$ cat src/rtl/am_pkg.sv
// Shared constants and the baseband-select encoding for the AM modulator.
package am_pkg;

    localparam logic [7:0] MID = 8'h80;
    localparam int ENV_ONE = 256;
    localparam int DEPTH_SHIFT = 7;
    localparam int OUT_SHIFT = 9;

    typedef enum logic [1:0] {
        SEL_J1   = 2'd0,
        SEL_J2   = 2'd1,
        SEL_AVG  = 2'd2,
        SEL_NONE = 2'd3
    } sel_e;

endpackage

$ cat src/rtl/am_sgn_mult.sv
// Registered signed x unsigned multiplier with load enable; holds its product when disabled.
module am_sgn_mult #(
    parameter int AW = 8,
    parameter int BW = 8,
    parameter int PW = AW + BW + 1
) (
    input  logic                 i_clk,
    input  logic                 i_srst,
    input  logic                 i_en,
    input  logic signed [AW-1:0] i_a,
    input  logic        [BW-1:0] i_b,
    output logic signed [PW-1:0] o_p
);

    localparam int FULL_W = AW + BW + 1;

    logic signed [BW:0]       w_b_ext;
    logic signed [FULL_W-1:0] w_prod;
    logic signed [PW-1:0]     r_p;

    // Zero-extend the unsigned operand so a plain signed multiply is exact.
    assign w_b_ext = $signed({1'b0, i_b});
    assign w_prod  = FULL_W'(i_a) * FULL_W'(w_b_ext);

    always_ff @(posedge i_clk) begin
        if (i_srst) begin
            r_p <= '0;
        end else if (i_en) begin
            r_p <= PW'(w_prod);
        end
    end

    assign o_p = r_p;

endmodule

$ cat src/rtl/am_modulator.sv
// Double-sideband AM: envelope 1 + m*b(t) multiplied onto the carrier in a
// 3-stage valid-qualified pipeline.
module am_modulator
    import am_pkg::*;
#(
    parameter int DW    = 8,
    parameter int ENV_W = 9
) (
    input  logic             clk_in,
    input  logic             rst,
    input  logic             in_valid,
    input  logic [DW-1:0]    carrier,
    input  logic [DW-1:0]    jidai1,
    input  logic [DW-1:0]    jidai2,
    input  logic [7:0]       depth,
    input  logic [1:0]       sel,
    output logic [DW-1:0]    am_out,
    output logic [ENV_W-1:0] env_out,
    output logic             out_valid
);

    localparam int MB_W = DW + 8 + 1;
    localparam int P_W  = DW + ENV_W + 1;
    localparam logic [DW-1:0] L_MID = DW'(MID) << (DW - 8);

    // ---------------- stage 1: offset-binary to signed, baseband select
    logic [DW-1:0]        w_bb_raw [2];
    logic signed [DW-1:0] w_bb     [2];
    logic signed [DW:0]   w_bb_sum;
    logic signed [DW-1:0] w_c_s;
    logic signed [DW-1:0] w_b_s;
    sel_e                 w_sel;

    assign w_bb_raw[0] = jidai1;
    assign w_bb_raw[1] = jidai2;

    generate
        for (genvar gi = 0; gi < 2; gi++) begin : g_bb
            assign w_bb[gi] = w_bb_raw[gi] ^ L_MID;
        end
    endgenerate

    assign w_c_s    = carrier ^ L_MID;
    assign w_bb_sum = (DW+1)'(w_bb[0]) + (DW+1)'(w_bb[1]);
    assign w_sel    = sel_e'(sel);

    always_comb begin
        w_b_s = '0;
        case (w_sel)
            SEL_J1:   w_b_s = w_bb[0];
            SEL_J2:   w_b_s = w_bb[1];
            SEL_AVG:  w_b_s = DW'(w_bb_sum >>> 1);
            SEL_NONE: w_b_s = '0;
            default:  w_b_s = '0;
        endcase
    end

    logic                 r_v1;
    logic signed [DW-1:0] r_c1;
    logic signed [DW-1:0] r_b1;
    logic [7:0]           r_depth;

    always_ff @(posedge clk_in) begin
        if (rst) begin
            r_v1    <= 1'b0;
            r_c1    <= '0;
            r_b1    <= '0;
            r_depth <= '0;
        end else begin
            r_v1 <= in_valid;
            if (in_valid) begin
                r_c1    <= w_c_s;
                r_b1    <= w_b_s;
                r_depth <= depth;
            end
        end
    end

    // ---------------- stage 2: m*b product, carrier delayed alongside
    logic signed [MB_W-1:0] w_mb;
    logic                   r_v2;
    logic signed [DW-1:0]   r_c2;

    am_sgn_mult #(
        .AW (DW),
        .BW (8),
        .PW (MB_W)
    ) u_mult_mb (
        .i_clk  (clk_in),
        .i_srst (rst),
        .i_en   (r_v1),
        .i_a    (r_b1),
        .i_b    (r_depth),
        .o_p    (w_mb)
    );

    always_ff @(posedge clk_in) begin
        if (rst) begin
            r_v2 <= 1'b0;
            r_c2 <= '0;
        end else begin
            r_v2 <= r_v1;
            if (r_v1) begin
                r_c2 <= r_c1;
            end
        end
    end

    // Envelope lies in [1, 509], so it is carried as an unsigned value.
    logic [ENV_W-1:0] w_env;
    assign w_env = ENV_W'(MB_W'(ENV_ONE) + (w_mb >>> DEPTH_SHIFT));

    // ---------------- stage 3: carrier x envelope, rescale to output width
    logic signed [P_W-1:0] w_p;
    logic [DW-1:0]         w_y;
    logic                  r_ov;
    logic [ENV_W-1:0]      r_env;

    am_sgn_mult #(
        .AW (DW),
        .BW (ENV_W),
        .PW (P_W)
    ) u_mult_out (
        .i_clk  (clk_in),
        .i_srst (rst),
        .i_en   (r_v2),
        .i_a    (r_c2),
        .i_b    (w_env),
        .o_p    (w_p)
    );

    always_ff @(posedge clk_in) begin
        if (rst) begin
            r_ov  <= 1'b0;
            r_env <= '0;
        end else begin
            r_ov <= r_v2;
            if (r_v2) begin
                r_env <= w_env;
            end
        end
    end

    // Unity envelope lands at half scale, leaving headroom for the peaks.
    assign w_y       = DW'(w_p >>> OUT_SHIFT);
    assign am_out    = w_y ^ L_MID;
    assign env_out   = r_env;
    assign out_valid = r_ov;

endmodule

$ cat config.mk
export PLATFORM = sky130hd
export DESIGN_NAME = am_modulator
export DESIGN_NICKNAME = d
export VERILOG_FILES = /design/src/rtl/am_pkg.sv /design/src/rtl/am_sgn_mult.sv /design/src/rtl/am_modulator.sv
export SDC_FILE = /design/constraint.sdc
export NUM_CORES = 1
export LEC_CHECK = 0
export ABC_AREA = 1
export CAP_MARGIN = 30
export CORE_MARGIN = 2
export CORE_UTILIZATION = 34
export CTS_BUF_LIST = sky130_fd_sc_hd__clkbuf_16
export DETAILED_ROUTE_END_ITERATION = 8
export MAX_ROUTING_LAYER = met4
export PLACE_DENSITY = 0.63
export RECOVER_POWER = 50
export SYNTH_ARGS = -nofsm -noshare
export SYNTH_HDL_FRONTEND = slang
export SYNTH_SLANG_ARGS = --single-unit
$ cat constraint.sdc
create_clock -name clk_in -period 7.6 [get_ports clk_in]
set_input_delay 1.52 -clock clk_in [delete_from_list [all_inputs] [get_ports clk_in]]
set_output_delay 1.52 -clock clk_in [all_outputs]
set_load 0.02 [all_outputs]
==> flow_metrics.py <==
metrics = {
    "clocking": {
        "cts-hold-fix-buffers": 0,
        "h-tree-depth": 3,
        "clock_sinks": 61,
        "clk_pin_slew_worst_paths_ns": 0.06,
        "clkLatencyLatePin_ns": 0.33,
        "cts.root.buffer_cell": "clkbuf_16",
        "cts_tree": "done",
        "inserted_clock_buffers": 9,
        "cts.repair.resized": 0,
        "post_cts_setup_buffer_count": 0,
        "clk_path_buf_depth": 2,
    },
    "routing": {
        "drtPass1Iterations": 5,
        "drt_drc_violations_left": 0,
        "route.detailed.wl_per_inst_um": 12.4,
        "routed-via-count": 6145,
        "routed_wirelength_mm": 16.7,
        "route.detailed.vias_per_inst": 4.56,
        "drtIter0Drc": 256,
        "ant_nets": 0,
    },
    "critical_path": {
        "crit_path_cell_trace": "clkinv_1 > nor2_1 > fa_1 > fa_1 > fa_1 > inv_1 > fa_1 > inv_1 > ha_1 > nand2_1 > nand2_1 > nand3_1 > nand2_1 > a21oi_1 > nand2_1 > nand2_1 > nand3_1 > nand2_1 > inv_1",
        "critical_path.slowest_cell": "fa_1",
        "critical_path_required_ns": 7.83,
        "r2r_setup_slack_ns": 3.32,
        "timing.critical_path.arrival_ns": 4.51,
        "worst-path-buf-inv": 4,
        "critPathTopFamily": "adder cells",
        "cp-end-kind": "register",
        "worstSetupPathType": "register to register",
        "critical-path-top-cell-by-count": "nand2_1",
        "path_max_fanout": 9,
        "start_kind": "register",
        "slowest_delay_ns": 0.54,
    },
    "logic_synthesis": {
        "flops_latches_synth": 61,
        "yosys.area.top_type_share_pct": 21.0,
        "yosys.cell_count.top_type": "inv_1",
        "number_of_enable_type_register_cells_in_the_synthesized_netlist": 0,
        "synth.distinct_cells": 37,
        "netlist.top_cell.by_area": "fa_1",
        "syn_inst": 1052,
        "syn_nets": 1251,
        "ys_warn_count": 0,
        "synth_area_per_cell_um2": 6.98,
        "ys_top_cells_by_count": "inv_1, nand2_1, nor2_1",
        "synth-async-reset-ratio_pct": 0,
        "synth_sequential_area_ratio_pct": 16.6,
        "post_synth_instance_area_um2": 7350,
        "most_common_flop_cell_mapped_by_yosys": "dfxtp_1",
        "post_synth_main_area_contributors": "fa_1, dfxtp_1, ha_1",
    },
    "global_route": {
        "number_of_global_route_vias_before_repair": 6021,
        "grt.total_usage_pct": 16.0,
        "grt_pass1_wl_mm": 28.5,
        "grt_start_max_net_pins": 37,
        "grt-ovfl-total": 0,
        "antenna_found_initial": 0,
    },
    "timing": {
        "achievable-frequency_mhz": 234,
        "fin_worst_skew_ns": 0.00673,
        "final_min_period_over_clock_period_pct": 56.3,
        "finalSetupViolCount": 0,
        "timing_max_transition_violations_final": 0,
        "rsz0062_at_grt": "no",
        "fin_worst_hold_slack_ns": 0.493,
        "timing.final.hold_violations": 0,
        "time_the_worst_path_needs_with_i_o_delays_and_setup_ns": 4.28,
        "fin_ws_ns": 3.32,
        "setup-tns-final_ns": 0,
        "transition_time_at_the_pin_with_the_least_slew_margin_ns": 1.29,
        "timing.slew.headroom_pct": 14.2,
    },
    "floorplan": {
        "placeableCoreArea_um2": 21100,
        "floorplan.die.width_um": 151,
        "rows": 53,
        "start_util_pct": 34.8,
        "chip_height_um": 151,
        "io_pins": 55,
        "die-area_um2": 22800,
    },
    "cells_and_area": {
        "multi_input_comb_area_um2": 4950,
        "layout-drive-gt1-share_pct": 2.89,
        "regArea_um2": 1220,
        "nets": 1268,
        "layout.filler_cells": 2224,
        "antenna-diode-count": 0,
        "flow.area_growth_from_synthesis_pct": 13.6,
    },
    "pwr": {
        "power.density_nw_per_um2": 135,
        "power_leakage_nw": 4.88,
        "max-vdd-ir-drop_uv": 103,
    },
    "place": {
        "gpl.final_weighted_congestion": 0.890,
        "hpwl_mm": 13.8,
        "buffer_ports.inserted": 54,
        "pre_cts_slack_ns": 3.32,
    },
    "flow_run": {
        "timing.max_cap.violations": 0,
    },
    "worst_hold_path": {
        "hp-class": "register to register",
    },
    "outcome": {
        "run_status": "finished clean",
    },
}
-- registers in the layout (all words and copies together) (netlist names), 8 cells and up --
signal / flops
env_out: 9
r_b1: 8
r_c1: 8
r_c2: 8
r_depth: 8
u_mult_mb.o_p: 9
u_mult_out.o_p: 8
-- area by class of cell --
type,instances,area share [%]
inverter,252,11.3
clock inverter,7,1.18
multi-input combinational,688,59.4
clock buffer,9,2.70
sequential,61,14.6
timing repair buffer,57,6.66
tap,275,4.12
-- cells in the final DEF, fill, tap and decap left out, types with 35 or more instances in the layout --
master             n
clkdlybuf4s50_1   35
ha_1              85
o21ai_0           49
nand3_1           39
fa_1              77
inv_1            247
nor2_1            93
a21oi_1           62
dfxtp_1           61
nand2_1          230
-- final timing paths --
| check | from | to | depth (start not counted) |
|---|---|---|---|
| setup / recovery | r_c2[7]$_SDFFE_PP0P_ | u_mult_out.o_p[16]$_SDFFE_PP0P_ | 19 |
| hold / removal | r_c1[5]$_SDFFE_PP0P_ | r_c1[5]$_SDFFE_PP0P_ | 2 |
| setup reg to reg | r_c2[7]$_SDFFE_PP0P_ | u_mult_out.o_p[16]$_SDFFE_PP0P_ | 19 |
| hold reg to reg | r_c1[5]$_SDFFE_PP0P_ | r_c1[5]$_SDFFE_PP0P_ | 2 |
-- logic make-up (layout without fill, tap and decap cells) --
kind of cell	after synthesis	in the layout	share of synthesized area, %
simple gates	382	382	21.1
buf+inv	303	325	15.9
fa+ha+maj	162	162	35.5
compound gates	133	133	9.61
flops	61	61	16.6
xor+xnor	11	11	1.31
-- per-stage QoR --
step	instance area, um^2	power [mW]	util, %	cells
3_5_place_dp	8050	0.687	38.2	1333
2_1_floorplan	7350	0.595	-	1052
4_1_cts	8370	1.14	39.7	1349
5_1_grt	8340	1.20	39.6	1349
3_3_place_gp	8020	0.682	38.0	1332
6_report	8340	1.12	39.6	1349
-- worst min-delay path, stage by stage, from the launching register on --
cell,delay (ns)
dfxtp_1,0.31
o21ai_0,0.07
nor2_1,0.08
-- power breakdown --
part / leakage (nW) / switching [mW] / internal (mW) / total, mW
sequential: 0.503 / 0.0363 / 0.340 / 0.377
clock: 0.156 / 0.159 / 0.288 / 0.447
combinational: 4.22 / 0.178 / 0.121 / 0.299
-- metal layers --
| metal | routed length (um) | up-vias | share of wire [%] | track usage [%] |
|---|---|---|---|---|
| met5 | 0 | - | 0 | - |
| met1 | 8030 | 2844 | 48 | 20.1 |
| met4 | 279 | 0 | 1.7 | 4.25 |
| met3 | 407 | 15 | 2.4 | 2.08 |
| li1 | - | 3196 | - | - |
| met2 | 7950 | 90 | 48 | 27.4 |
Note: power is estimated with default switching activity, not from simulation.
==> RTL change (same settings) <==
Set the parameter `ENV_W` to 18 (it was 9).
--- a/src/rtl/am_modulator.sv
+++ b/src/rtl/am_modulator.sv
@@ -5,5 +5,5 @@
 #(
     parameter int DW    = 8,
-    parameter int ENV_W = 9
+    parameter int ENV_W = 18
 ) (
     input  logic             clk_in,
Ports: changed (resized env_out); port bits go from 55 to 64. No check against the original RTL was run, so the function may have changed too.
==> RTL change against the original RTL <==
  * The run now ends with max-capacitance violations, max-slew violations left
  * Clock skew rose by 0.00058 ns
  * Sequential cell count is 3 higher
  * Sequential share of layout area fell by 0.70 points
  * Wire length grew 16%
  * Power grew 8.6%
  * Area after synthesis grew 11%
  * Setup slack lost 0.50 ns
  * First-iteration DRC count is 56% higher
  * Synthesized cell count up 9.4%
  * Final area rose by 10%
  * Critical endpoint is now u_mult_out.o_p[13]$_SDFFE_PP0P_
==> RTL change: results (changes against the original RTL) <==
| Metric | Value |
|---|---|
| Status | `finished, violations left` |
| Failing checks | `max-capacitance violations, max-slew violations` |
| Reg2reg end | `u_mult_out.o_p[13]$_SDFFE_PP0P_` |
| Metal-1 WL | `9528 um (+19%)` |
| Routed wl met2 | `8708 um (+9.5%)` |
| Most instantiated cells after synthesis | `inv_1, nand2_1, nor2_1` |
| Hold path endpoint | `r_c2[3]$_SDFFE_PP0P_` |
| Initial DRC Count | `399 (+56%)` |
| First-pass GRT wire length | `33860 um (+19%)` |
| Met2 usage | `27.19% (-0.17 points)` |
| Max-slew violations | `50 (+50)` |
| RD Place Congestion | `0.9124 (+2.5%)` |
| R2r startpoint | `u_mult_mb.o_p[15]$_SDFFE_PP0P_` |
| Layout cell share with drive strength beyond 1 | `2.135% (-0.75 points)` |
| Clock Skew | `0.007311 ns (+0.0005835 ns)` |
| WHS | `0.4838 ns (-0.009272 ns)` |
| Met3 routed WL | `725 um (+78%)` |
| Ranking of synthesized cells by area | `fa_1, dfxtp_1, inv_1` |
| Worst slew pin tran | `1.744 ns (+0.4562 ns)` |
| Overall routing resource usage | `16.78% (+0.76 points)` |
| Crit-path max FO | `7 (-2)` |
| Vias per cell | `4.630 (+1.6%)` |
| Vias in the first global route | `7077 (+18%)` |
| M1 GR Usage | `22.04% (+1.9 points)` |
| Reg2reg setup slack | `2.82 ns (-0.50 ns)` |
| Sequential area share after synthesis | `15.74% (-0.88 points)` |
| Total Routed Length | `19330 um (+16%)` |
| Pin count of the biggest net entering global routing | `50 (+35%)` |
| Max IR drop VDD | `111.5 uV (+8.6%)` |
| Met3 Use GR | `1.803% (-0.28 points)` |
| Fillers | `2486 (+12%)` |
| Port Buf Inserts | `63 (+17%)` |
| Min-delay src | `r_c1[3]$_SDFFE_PP0P_` |
| Max Cap Viol | `1 (+1)` |
| Leakage power | `5.313 nW (+8.9%)` |
| Worst Path Arrival | `5.02 ns (+0.51 ns)` |
| Syn Nets | `1367 (+9.3%)` |
==> RTL change: cell types whose count changed after synthesis, moves of 4 or more <==
| cell | change |
|---|---|
| buf_4 | +9 |
| nor2_1 | +20 |
| fa_1 | +23 |
| o21ai_0 | +10 |
| nand2_1 | +16 |
| ha_1 | -6 |
| a21oi_1 | -8 |
| xnor2_1 | -4 |
| inv_1 | +31 |
| o21ai_1 | -4 |
==> RTL change: cell families (layout without fill, tap and decap cells) <==
family | after synthesis | after routing | share of synthesized area (%)
AO/OA/AOI/OAI | 140 | 140 | 9.453
AND/OR/NAND/NOR | 422 | 422 | 20.98
XOR/XNOR | 5 | 5 | 0.5379
adder cells (fa/ha/maj) | 179 | 179 | 36.74
flip-flops | 64 | 64 | 15.74
buffers and inverters | 341 | 361 | 16.55
==> RTL change: power by group <==
group	internal, mW	total [mW]	switching, mW	leakage [nW]
combinational	0.152	0.386	0.234	4.63
sequential	0.358	0.400	0.0424	0.528
clock	0.281	0.434	0.152	0.158
==> RTL change: worst max path at each step <==
stage	to	slack (ns)	start	depth (start not counted)
6_report	u_mult_out.o_p[13]$_SDFFE_PP0P_	2.82	u_mult_mb.o_p[15]$_SDFFE_PP0P_	19
5_1_grt	u_mult_out.o_p[16]$_SDFFE_PP0P_	2.57	u_mult_mb.o_p[15]$_SDFFE_PP0P_	20
4_1_cts	u_mult_out.o_p[13]$_SDFFE_PP0P_	2.89	u_mult_mb.o_p[15]$_SDFFE_PP0P_	19
3_5_place_dp	u_mult_out.o_p[13]$_SDFFE_PP0P_	2.94	u_mult_mb.o_p[15]$_SDFFE_PP0P_	19
3_3_place_gp	u_mult_out.o_p[15]$_SDFFE_PP0P_	3.03	u_mult_mb.o_p[15]$_SDFFE_PP0P_	19
2_1_floorplan	u_mult_out.o_p[13]$_SDFFE_PP0P_	3.33	u_mult_mb.o_p[15]$_SDFFE_PP0P_	19
==> RTL change: final cells by class <==
| type | instances | area [um2] | share of cell area, % |
|---|---|---|---|
| Clock buffer | 9 | 225.2 | 2.450 |
| Clock inverter | 6 | 77.57 | 0.8440 |
| Inverter | 280 | 1051 | 11.43 |
| Multi-Input combinational cell | 746 | 5512 | 59.96 |
| Sequential cell | 64 | 1281 | 13.94 |
| Tap cell | 319 | 399.1 | 4.342 |
| Timing Repair Buffer | 66 | 645.6 | 7.024 |
==> RTL change: stage by stage <==
stage	power (mW)	instance area, um2	util, %	setup WS [ns]	instances
2_1_floorplan	0.6832	8140	-	3.331	1151
3_3_place_gp	0.7910	8896	37.90	3.032	1475
3_5_place_dp	0.7963	8896	37.90	2.936	1475
4_1_cts	1.238	9199	39.19	2.890	1490
5_1_grt	1.315	9191	39.16	2.574	1490
6_report	1.220	9191	39.16	2.823	1490
